### src/rtl/regfile_pkg.sv
// Shared definitions for the register-file writeback controller.
package regfile_pkg;

    localparam int ADDR_W   = 5;
    localparam int DATA_W   = 32;
    localparam int NUM_REGS = 32;

    // Requester ids double as grant bit positions and priority pointer values
    localparam int REQ_EX  = 0;
    localparam int REQ_MEM = 1;

    typedef enum logic {
        ST_CLEAR,
        ST_RUN
    } state_t;

endpackage

### src/rtl/rr_arbiter2.sv
// Two-requester round-robin arbiter. The pointer names the requester that
// wins on contention and moves to the loser after every grant.
module rr_arbiter2 (
    input  logic       clock,
    input  logic       reset,
    input  logic       enable,
    input  logic [1:0] req,
    output logic [1:0] gnt,
    output logic       pri
);
    import regfile_pkg::*;

    logic pri_reg;
    logic pri_next;

    // Grant: a lone requester wins outright, contention is settled by the pointer
    always_comb begin
        gnt = 2'b00;
        if (enable) begin
            case (req)
                2'b01:   gnt = 2'b01;
                2'b10:   gnt = 2'b10;
                2'b11:   gnt = (pri_reg == 1'(REQ_MEM)) ? 2'b10 : 2'b01;
                default: gnt = 2'b00;
            endcase
        end
    end

    // Pointer update: after a grant the other requester gets priority
    always_comb begin
        pri_next = pri_reg;
        if (|gnt) begin
            pri_next = gnt[REQ_EX] ? 1'(REQ_MEM) : 1'(REQ_EX);
        end
    end

    // Priority pointer register
    always_ff @(posedge clock or posedge reset) begin
        if (reset) begin
            pri_reg <= 1'(REQ_EX);
        end else begin
            pri_reg <= pri_next;
        end
    end

    assign pri = pri_reg;

endmodule

### src/rtl/regfile_wb_controller.sv
// Owner of the register file write port: zero-clears every register after
// reset, then arbitrates EX/MEM writebacks and tracks pending writes.
module regfile_wb_controller #(
    parameter int ADDR_W   = regfile_pkg::ADDR_W,
    parameter int DATA_W   = regfile_pkg::DATA_W,
    parameter int NUM_REGS = regfile_pkg::NUM_REGS
) (
    input  logic                clock,
    input  logic                reset,
    input  logic                ex_valid,
    output logic                ex_ready,
    input  logic [ADDR_W-1:0]   ex_addr,
    input  logic [DATA_W-1:0]   ex_data,
    input  logic                mem_valid,
    output logic                mem_ready,
    input  logic [ADDR_W-1:0]   mem_addr,
    input  logic [DATA_W-1:0]   mem_data,
    input  logic                iss_valid,
    input  logic [ADDR_W-1:0]   iss_addr,
    output logic                enc,
    output logic [ADDR_W-1:0]   addrc,
    output logic [DATA_W-1:0]   datac,
    output logic                init_done,
    output logic [NUM_REGS-1:0] pending
);
    import regfile_pkg::*;

    state_t              state_reg, state_next;
    logic [ADDR_W-1:0]   clr_cnt_reg, clr_cnt_next;
    logic                init_done_reg;
    logic                enc_reg;
    logic [ADDR_W-1:0]   addrc_reg;
    logic [DATA_W-1:0]   datac_reg;
    logic [NUM_REGS-1:0] pending_reg, pending_next;

    logic                run;
    logic [1:0]          gnt;
    logic                rr_pri;
    logic                acc;
    logic [ADDR_W-1:0]   acc_addr;
    logic [DATA_W-1:0]   acc_data;

    assign run = (state_reg == ST_RUN);

    // Arbitration is only open once the clear sequence has finished
    rr_arbiter2 u_arb (
        .clock  (clock),
        .reset  (reset),
        .enable (run),
        .req    ({mem_valid, ex_valid}),
        .gnt    (gnt),
        .pri    (rr_pri)
    );

    assign ex_ready  = gnt[REQ_EX];
    assign mem_ready = gnt[REQ_MEM];
    assign acc       = |gnt;
    assign acc_addr  = gnt[REQ_MEM] ? mem_addr : ex_addr;
    assign acc_data  = gnt[REQ_MEM] ? mem_data : ex_data;

    // Next state: walk every register once, then hand the port to the requesters
    always_comb begin
        state_next   = state_reg;
        clr_cnt_next = clr_cnt_reg;
        if (state_reg == ST_CLEAR) begin
            clr_cnt_next = clr_cnt_reg + 1'b1;
            if (clr_cnt_reg == ADDR_W'(NUM_REGS - 1)) begin
                state_next = ST_RUN;
            end
        end
    end

    // State, clear counter and sticky init flag
    always_ff @(posedge clock or posedge reset) begin
        if (reset) begin
            state_reg     <= ST_CLEAR;
            clr_cnt_reg   <= '0;
            init_done_reg <= 1'b0;
        end else begin
            state_reg     <= state_next;
            clr_cnt_reg   <= clr_cnt_next;
            init_done_reg <= init_done_reg | (state_next == ST_RUN);
        end
    end

    // Registered write port: clear writes, or the accepted request; r0 writes are suppressed
    always_ff @(posedge clock or posedge reset) begin
        if (reset) begin
            enc_reg   <= 1'b0;
            addrc_reg <= '0;
            datac_reg <= '0;
        end else if (!run) begin
            enc_reg   <= 1'b1;
            addrc_reg <= clr_cnt_reg;
            datac_reg <= '0;
        end else begin
            enc_reg <= acc && (acc_addr != '0);
            if (acc) begin
                addrc_reg <= acc_addr;
                datac_reg <= acc_data;
            end
        end
    end

    // Scoreboard next value per register: an issue sets, an accept clears, set wins
    genvar gi;
    generate
        for (gi = 0; gi < NUM_REGS; gi++) begin : g_sb
            if (gi == 0) begin : g_r0
                assign pending_next[gi] = 1'b0;
            end else begin : g_rn
                assign pending_next[gi] =
                    (run && iss_valid && (iss_addr == ADDR_W'(gi))) ? 1'b1 :
                    (acc && (acc_addr == ADDR_W'(gi)))              ? 1'b0 :
                                                                      pending_reg[gi];
            end
        end
    endgenerate

    // Scoreboard register
    always_ff @(posedge clock or posedge reset) begin
        if (reset) begin
            pending_reg <= '0;
        end else begin
            pending_reg <= pending_next;
        end
    end

    assign enc       = enc_reg;
    assign addrc     = addrc_reg;
    assign datac     = datac_reg;
    assign init_done = init_done_reg;
    assign pending   = pending_reg;

endmodule

### config.mk
export PLATFORM = sky130hd
export DESIGN_NAME = regfile_wb_controller
export DESIGN_NICKNAME = d
export VERILOG_FILES = /design/src/rtl/regfile_pkg.sv /design/src/rtl/rr_arbiter2.sv /design/src/rtl/regfile_wb_controller.sv
export SDC_FILE = /design/constraint.sdc
export NUM_CORES = 1
export LEC_CHECK = 0
export ABC_AREA = 1
export CORE_MARGIN = 2
export CORE_UTILIZATION = 47
export CTS_CLUSTER_DIAMETER = 50
export DETAILED_ROUTE_END_ITERATION = 6
export MAX_ROUTING_LAYER = met4
export PLACE_DENSITY_LB_ADDON = 0.1
export SLEW_MARGIN = 5
export SYNTH_ARGS = -nofsm -noshare
export SYNTH_HDL_FRONTEND = slang
export SYNTH_HIERARCHICAL = 1
export SYNTH_SLANG_ARGS = --single-unit
### constraint.sdc
create_clock -name clock -period 7.2 [get_ports clock]
set_input_delay 1.44 -clock clock [delete_from_list [all_inputs] [get_ports clock]]
set_output_delay 1.44 -clock clock [all_outputs]
set_load 0.1 [all_outputs]
==> results of run 1 <==
-- worst min-delay path by stage --
stage / cells after the start / to / from
floorplan: 2 / u_arb/pri / u_arb/pri
global placement: 1 / init_done / init_done
detailed placement: 2 / pending[9] / pending[9]
CTS: 2 / pending[9] / pending[9]
global route: 2 / pending[9] / pending[9]
finish: 2 / pending[9] / pending[9]
-- kinds of logic (layout without fill, tap and decap cells) --
kind of cell	Yosys count	in the layout	share of synthesized area, %
AND/OR/NAND/NOR	254	254	29.23
adder cells (fa/ha/maj)	2	2	0.6401
other	1	1	0.09594
multiplexers	32	32	8.195
AO/OA/AOI/OAI	40	40	5.602
flip-flops	77	77	49.30
XOR/XNOR	2	2	0.4482
buffers and inverters	42	198	6.498
-- synth_stat cells, drive strengths merged --
library cell,n
xor2,2
buf,16
inv,25
ha,2
a21oi,3
conb,1
dfrtp,77
and3,1
nor2,36
o21ai,34
mux2i,32
or2,4
o211ai,3
nand2,180
clkbuf,1
nand3,33
-- layout make-up --
cell class / count / area share [%]
multi-input combinational: 331 / 30.77
clock inverter: 6 / 1.085
timing repair buffer: 157 / 27.72
clock buffer: 10 / 2.258
sequential: 77 / 34.09
tap: 105 / 2.325
inverter: 25 / 1.749
-- tightest hold or removal path: stages (launching register included) --
cell	delay [ns]
dfrtp_1	0.35
nand2_1	0.05
nand2_1	0.04
-- layer usage --
layer	global-route usage (%)	share of wire, %	wire length, µm
met1	30.73	42	4527
met2	42.02	48	5171
met3	4.743	8.5	921
met4	11.47	2.2	238
met5	-	0	0
-- metrics by stage --
| stage | hold WS, ns | setup WS, ns | utilization [%] | area [µm²] |
|---|---|---|---|---|
| 2_1_floorplan | 0.4698 | 2.735 | - | 3909 |
| 3_3_place_gp | 0.4574 | 2.276 | 67.16 | 5463 |
| 3_5_place_dp | 0.4591 | 2.216 | 67.16 | 5463 |
| 4_1_cts | 0.4795 | 2.213 | 69.48 | 5652 |
| 5_1_grt | 0.5016 | 2.158 | 69.48 | 5652 |
| 6_report | 0.4752 | 2.200 | 69.48 | 5652 |
-- power by group through the flow --
stage	clock network [mW]	registers (mW)	logic [mW]
2_1_floorplan	0	0.961	0.145
3_3_place_gp	0	0.530	0.776
3_5_place_dp	0	0.533	0.782
4_1_cts	0.328	0.525	0.783
5_1_grt	0.347	0.532	0.812
6_report	0.319	0.525	0.779
==> flow_summary.ini, run 1 <==
[worst_setup_path]
ff2ff_setup_slack_ns = 4.73
cp.depth = 6
max_stage_delay_ns = 1.18
crit_buf_inv = 4
cp.arrival_ns = 3.56
path_class = in2out
startpoint_type = input pin
critical-path-top-delay-family = buffers and inverters
reg2reg_depth = 10
cp_max_fo = 3
slowest_stage = clkdlybuf4s50_1
cp-endpoint = ex_ready
r2r_end = pending[4]
cp.required_ns = 5.76
crit_chain = clkdlybuf4s50_1 -> nand2_1 -> inv_1 -> nand2_1 -> inv_1 -> clkdlybuf4s50_1
r2r_start = run
cp-startpoint = ex_valid
end_kind = primary output

[synth]
synth-seq-cells = 77
netlist_instances = 450
synth_area_um2 = 3909
ys_types = 26
synth_area_leaders = dfrtp_1, nand2_1, mux2i_1
synth-seq-area-share_pct = 49.30
syn_nets = 536
yosysWarnings = 6
postSynthAreaPerCell_um2 = 8.686
yosysTopAreaCell = dfrtp_1
yosysTopAreaCellShare_pct = 49.30

[grt]
grt_pass1_vias = 3589
grt_max_degree = 77
grt_pass1_wl_mm = 17.24
track_usage_pct = 25.57
antenna_found_initial = 0
overflow = 0

[timing]
finalCritPeriodShare_pct = 69.45
fin_skew_ns = 0.007708
setup_viol = 0
finalHoldViolations = 0
slew_headroom_pct = 21.94
drv_slew = 0
tightestPinTransition_ns = 1.167
rsz0062_at_grt = no
fin_crit_ns = 5.000
finalSetupTns_ns = 0
fmax_mhz = 200.0

[drt]
ant_nets = 0
drt-pass1-iter-count = 4
wl_per_cell_um = 15.27
drtIter0Drc = 160
drc = 0
vias_per_cell = 4.985
vias = 3544
wirelength_mm = 10.86

[layout]
mostFrequentLayoutCells = nand2_1, clkdlybuf4s50_1, dfrtp_1, nand3_1, mux2i_1
layoutNonFillerInstCount = 711
final_common_cell = nand2_1
num-fill-cells = 680
nNetsFinal = 687
area_growth_syn_to_layout_pct = 44.59
regArea_um2 = 1927
multi_input_area_um2 = 1739
largest_reg_flops = 32
n_antenna_cell = 0
drive_above_1_share_pct = 7.756

[place]
dp_cells = 695
hpwl_mm = 7.997
io_buffer_count = 155
routabilityCongestion = 0.8663

[floorplan]
die_y_um = 95.20
ios = 157
core_um2 = 8134
die_w_um = 95.20
rows = 33
start_util_pct = 48.05
die_area_um2 = 9062

[power_and_ir_drop]
clkPwrFrac_pct = 19.7
switching_share_pct = 48.44
seq_power_share_pct = 32.4
p_switching_mw = 0.7862
power_density_nw_per_um2 = 287.2
finalPower_mw = 1.623
intPower_mw = 0.8369
power.leakage_nw = 2.608
ir_drop_uv = 209.3
p_comb_share_pct = 48.0

[cts]
clock-sinks = 77
cts_tree = built
postCtsResizedCells = 0
root_buffer = clkbuf_8
clockBufferDepth = 2
cts-hold-fix-buffers = 0
path_clk_slew_ns = 0.08
h-tree-depth = 3
clk_latency_ns = 0.35
cts_buffers = 9
postCtsSetupRepairBufs = 0

[run]
cap_violations = 0

[worst_hold_path]
hp-class = reg2reg

[outcome]
status = finished clean
(Power assumes the default switching activity.)
==> inputs of run 2 (changes only) <==
--- a/config.mk
+++ b/config.mk
@@ -7,7 +7,7 @@
 export LEC_CHECK = 0
 export ABC_AREA = 1
 export CORE_MARGIN = 2
-export CORE_UTILIZATION = 47
+export CORE_UTILIZATION = 44
 export CTS_CLUSTER_DIAMETER = 50
 export DETAILED_ROUTE_END_ITERATION = 6
 export MAX_ROUTING_LAYER = met4
==> constraint.sdc (replaced) <==
create_clock -name clock -period 4.9 [get_ports clock]
set_input_delay 0.98 -clock clock [delete_from_list [all_inputs] [get_ports clock]]
set_output_delay 0.98 -clock clock [all_outputs]
set_load 0.1 [all_outputs]
==> flow_summary.ini, run 2 (synthesized netlist as in run 1, its figures left out) <==
[power_and_ir_drop]
ir_drop_uv = 212.7
seq_power_share_pct = 32.2
clkPwrFrac_pct = 20.1
switching_share_pct = 47.71
power.leakage_nw = 2.615
p_comb_share_pct = 47.7
power_density_nw_per_um2 = 423.4
p_switching_mw = 1.143
intPower_mw = 1.253

[timing]
finalSetupTns_ns = 0
fin_crit_ns = 3.235
finalCritPeriodShare_pct = 66.03
finalHoldViolations = 0
fin_skew_ns = 0.008676
slew_headroom_pct = 29.02
setup_ws_ns = 1.665
tightestPinTransition_ns = 1.061
setup_viol = 0
drv_slew = 0
rsz0062_at_grt = no
fmax_mhz = 309.1
whs_ns = 0.4768

[drt]
vias = 3552
wirelength_mm = 10.86
drt-pass1-iter-count = 4
drtIter0Drc = 148
vias_per_cell = 4.982
drc = 0
ant_nets = 0
wl_per_cell_um = 15.23

[layout]
drive_above_1_share_pct = 8.099
mostFrequentLayoutCells = nand2_1, clkdlybuf4s50_1, dfrtp_1, nand3_1, mux2i_1
final_common_cell = nand2_1
largest_reg_flops = 32
nNetsFinal = 687
n_antenna_cell = 0
area_growth_syn_to_layout_pct = 44.81
layoutNonFillerInstCount = 713

[floorplan]
rows = 34
ios = 157
die_w_um = 98.25
die_area_um2 = 9653
start_util_pct = 45.04
die_y_um = 98.25
core_um2 = 8678

[worst_setup_path]
cp.arrival_ns = 2.26
ff2ff_setup_slack_ns = 2.47
end_kind = primary output
cp_max_fo = 3
r2r_end = pending[12]
cp-startpoint = ex_valid
reg2reg_depth = 10
cp.required_ns = 3.92
path_class = in2out
cp-endpoint = ex_ready
r2r_start = run
startpoint_type = input pin

[place]
hpwl_mm = 8.068
dp_cells = 698
routabilityCongestion = 0.8401
io_buffer_count = 155
dp_slack_ns = 1.598

[cts]
postCtsResizedCells = 0
cts_buffers = 9
postCtsSetupRepairBufs = 0
clk_latency_ns = 0.34
clock-sinks = 77
cts_tree = built
cts-hold-fix-buffers = 0
clockBufferDepth = 2
h-tree-depth = 3
path_clk_slew_ns = 0.08
root_buffer = clkbuf_8

[grt]
track_usage_pct = 23.84
grt_max_degree = 51
antenna_found_initial = 0
overflow = 0
grt_pass1_wl_mm = 17.84
grt_pass1_vias = 3502

[worst_hold_path]
hp-class = reg2reg

[run]
cap_violations = 0

[outcome]
status = finished clean
## run 2: cell types whose count changed in the layout (fill, tap and decap cells not counted)
| cell | change |
|---|---|
| buf_4 | +2 |
| clkbuf_8 | +2 |
| inv_6 | -1 |
| clkinv_2 | -1 |
| clkdlybuf4s50_1 | -2 |
| clkbuf_1 | -1 |
## run 2: final cells by class
cell class	instances	area [µm²]
Clock buffer	11	151.4
Inverter	25	98.84
Fill cell	791	3018
Tap cell	108	135.1
Sequential cell	77	1927
Multi-Input combinational cell	331	1739
Clock inverter	4	47.55
Timing Repair Buffer	157	1562
## run 2: how the worst min path moves through the flow
stage                           start     endpoint  slack, ns  depth (start not counted)
after global routing         addrc[0]     addrc[0]       0.49                          2
after CTS                 pending[13]  pending[13]       0.48                          2
after detailed placement  pending[21]  pending[21]       0.46                          2
after floorplan             u_arb/pri    u_arb/pri       0.47                          2
after global placement      init_done    init_done       0.46                          1
final                       init_done    init_done       0.48                          1
## run 2: worst max-delay path: stages
cell	delay, ns
clkdlybuf4s50_1	0.53
nand2_1	0.07
inv_1	0.06
nand2_1	0.06
inv_1	0.21
buf_4	0.34
## run 2: per-layer routing
| metal | track usage, % | up-vias | share of wire, % |
|---|---|---|---|
| met4 | 7.587 | 0 | 0.59 |
| met5 | - | - | 0 |
| li1 | - | 1746 | - |
| met2 | 38.36 | 116 | 48 |
| met3 | 4.438 | 5 | 6.7 |
| met1 | 30.81 | 1685 | 44 |
## run 2: power groups by stage
stage / logic [mW] / clock network (mW) / registers (mW)
finish: 1.14 / 0.483 / 0.772
global route: 1.19 / 0.527 / 0.782
CTS: 1.15 / 0.495 / 0.772
detailed placement: 1.15 / 0 / 0.783
global placement: 1.14 / 0 / 0.782
floorplan: 0.214 / 0 / 1.41
## run 2: per-stage QoR
stage	cell area (µm²)	util, %	total power [mW]
final	5660	65.22	2.397
after global routing	5660	65.22	2.498
after CTS	5660	65.22	2.417
after detailed placement	5461	62.93	1.931
after global placement	5461	62.93	1.922
after floorplan	3909	-	1.625
==> inputs of run 3 (changes only) <==
--- a/config.mk
+++ b/config.mk
@@ -7,7 +7,7 @@
 export LEC_CHECK = 0
 export ABC_AREA = 1
 export CORE_MARGIN = 2
-export CORE_UTILIZATION = 44
+export CORE_UTILIZATION = 39
 export CTS_CLUSTER_DIAMETER = 50
 export DETAILED_ROUTE_END_ITERATION = 6
 export MAX_ROUTING_LAYER = met4
==> constraint.sdc (replaced) <==
create_clock -name clock -period 2.8 [get_ports clock]
set_input_delay 0.56 -clock clock [delete_from_list [all_inputs] [get_ports clock]]
set_output_delay 0.56 -clock clock [all_outputs]
set_load 0.1 [all_outputs]
==> flow_summary.ini, run 3 (synthesized netlist as in run 1, its figures left out) <==
[drt]
vias_per_cell = 4.734
drc = 0
drt-pass1-iter-count = 4
vias = 3522
ant_nets = 0
wl_per_cell_um = 14.84
wirelength_mm = 11.04
drtIter0Drc = 124

[cts]
postCtsResizedCells = 0
path_clk_slew_ns = 0.07
clk_latency_ns = 0.34
h-tree-depth = 3
root_buffer = clkbuf_8
cts_buffers = 9
cts_tree = built
postCtsSetupRepairBufs = 0
cts-hold-fix-buffers = 0
clock-sinks = 77
clockBufferDepth = 2

[timing]
finalHoldViolations = 0
drv_slew = 0
fin_skew_ns = 0.003893
fmax_mhz = 405.8
tightestPinTransition_ns = 0.5366
finalCritPeriodShare_pct = 88.02
rsz0062_at_grt = no
fin_crit_ns = 2.464
slew_headroom_pct = 64.18
finalSetupTns_ns = 0
setup_viol = 0

[worst_setup_path]
max_stage_delay_ns = 0.48
slowest_stage = clkdlybuf4s50_1
startpoint_type = input pin
crit_chain = clkdlybuf4s50_1 -> nand2_1 -> a21oi_4 -> buf_4 -> buf_12
cp_max_fo = 7
cp.arrival_ns = 1.90
cp.required_ns = 2.24
path_class = in2out
crit_buf_inv = 3
end_kind = primary output
critical-path-top-delay-family = buffers and inverters

[layout]
multi_input_area_um2 = 1739
mostFrequentLayoutCells = nand2_1, clkdlybuf4s50_1, dfrtp_1, buf_4, nand3_1
layoutNonFillerInstCount = 744
num-fill-cells = 912
largest_reg_flops = 32
drive_above_1_share_pct = 19.97
final_common_cell = nand2_1
nNetsFinal = 693
regArea_um2 = 1927
n_antenna_cell = 0
area_growth_syn_to_layout_pct = 42.86

[outcome]
status = finished clean

[place]
dp_cells = 729
hpwl_mm = 8.301
routabilityCongestion = 0.8712
io_buffer_count = 155

[grt]
grt_pass1_wl_mm = 18.82
grt_pass1_vias = 3656
antenna_found_initial = 0
track_usage_pct = 22.17
overflow = 0
grt_max_degree = 53

[floorplan]
core_um2 = 9729
start_util_pct = 40.17
die_y_um = 104.1
rows = 36
ios = 157
die_w_um = 104.1
die_area_um2 = 10840

[power_and_ir_drop]
ir_drop_uv = 416.8
power_density_nw_per_um2 = 723.6
power.leakage_nw = 2.739

[run]
cap_violations = 0

[worst_hold_path]
hp-class = in2async
run 3: worst register-to-register path, cell delays in order, from the launching register on:
cell and delay, ns:
dfrtp_1 0.39, buf_4 0.18, nand2_1 0.07, inv_1 0.04, nand2_1 0.06, inv_1 0.14
nor2_8 0.19, nor2_4 0.05, inv_2 0.40, o21ai_0 0.20
run 3: final cells by class:
class / instances / area share [%]
flip-flops and latches: 77 / 34.51
multi-input cells: 331 / 31.14
repair buffers: 163 / 26.75
well taps: 133 / 2.980
clock buffers: 13 / 2.666
inverters: 25 / 1.770
clock inverters: 2 / 0.1793
run 3: per-layer routing:
metal | vias to the layer above | track usage, % | part of all wire (%)
li1 | 1755 | - | -
met4 | 0 | 7.143 | 1.6
met2 | 124 | 35.10 | 47
met5 | - | - | 0
met1 | 1629 | 28.03 | 44
met3 | 14 | 5.576 | 7.4
run 3: per-stage QoR:
step | cell area, µm² | utilization (%) | power (mW) | hold slack, ns | worst slack [ns]
after global placement | 5425 | 55.76 | 3.335 | 0.4591 | 0.3173
final | 5584 | 57.39 | 4.041 | 0.4198 | 0.3356
after detailed placement | 5425 | 55.76 | 3.349 | 0.4636 | 0.2719
after global routing | 5584 | 57.39 | 4.215 | 0.4271 | 0.2615
after CTS | 5584 | 57.39 | 4.078 | 0.3981 | 0.3352
after floorplan | 3913 | - | 2.845 | 0.2887 | 0.2747
run 3: final timing paths:
kind | endpoint | cells past startpoint | slack (ns) | start
worst max register to register | datac[10] | 9 | 0.93 | run
worst min register to register | pending[11] | 2 | 0.47 | pending[11]
min in group clock | pending[11] | 2 | 0.47 | pending[11]
max in group asynchronous | datac[19] | 3 | 1.87 | reset
worst max-delay path | mem_ready | 5 | 0.34 | mem_valid
worst min-delay path | u_arb/pri | 2 | 0.42 | reset
run 3: where the power goes:
part | internal (mW) | total, mW | switching [mW]
clock network | 0.340 | 0.727 | 0.387
registers | 1.26 | 1.35 | 0.0860
logic | 0.441 | 1.96 | 1.52
total | 2.04 | 4.04 | 2.00
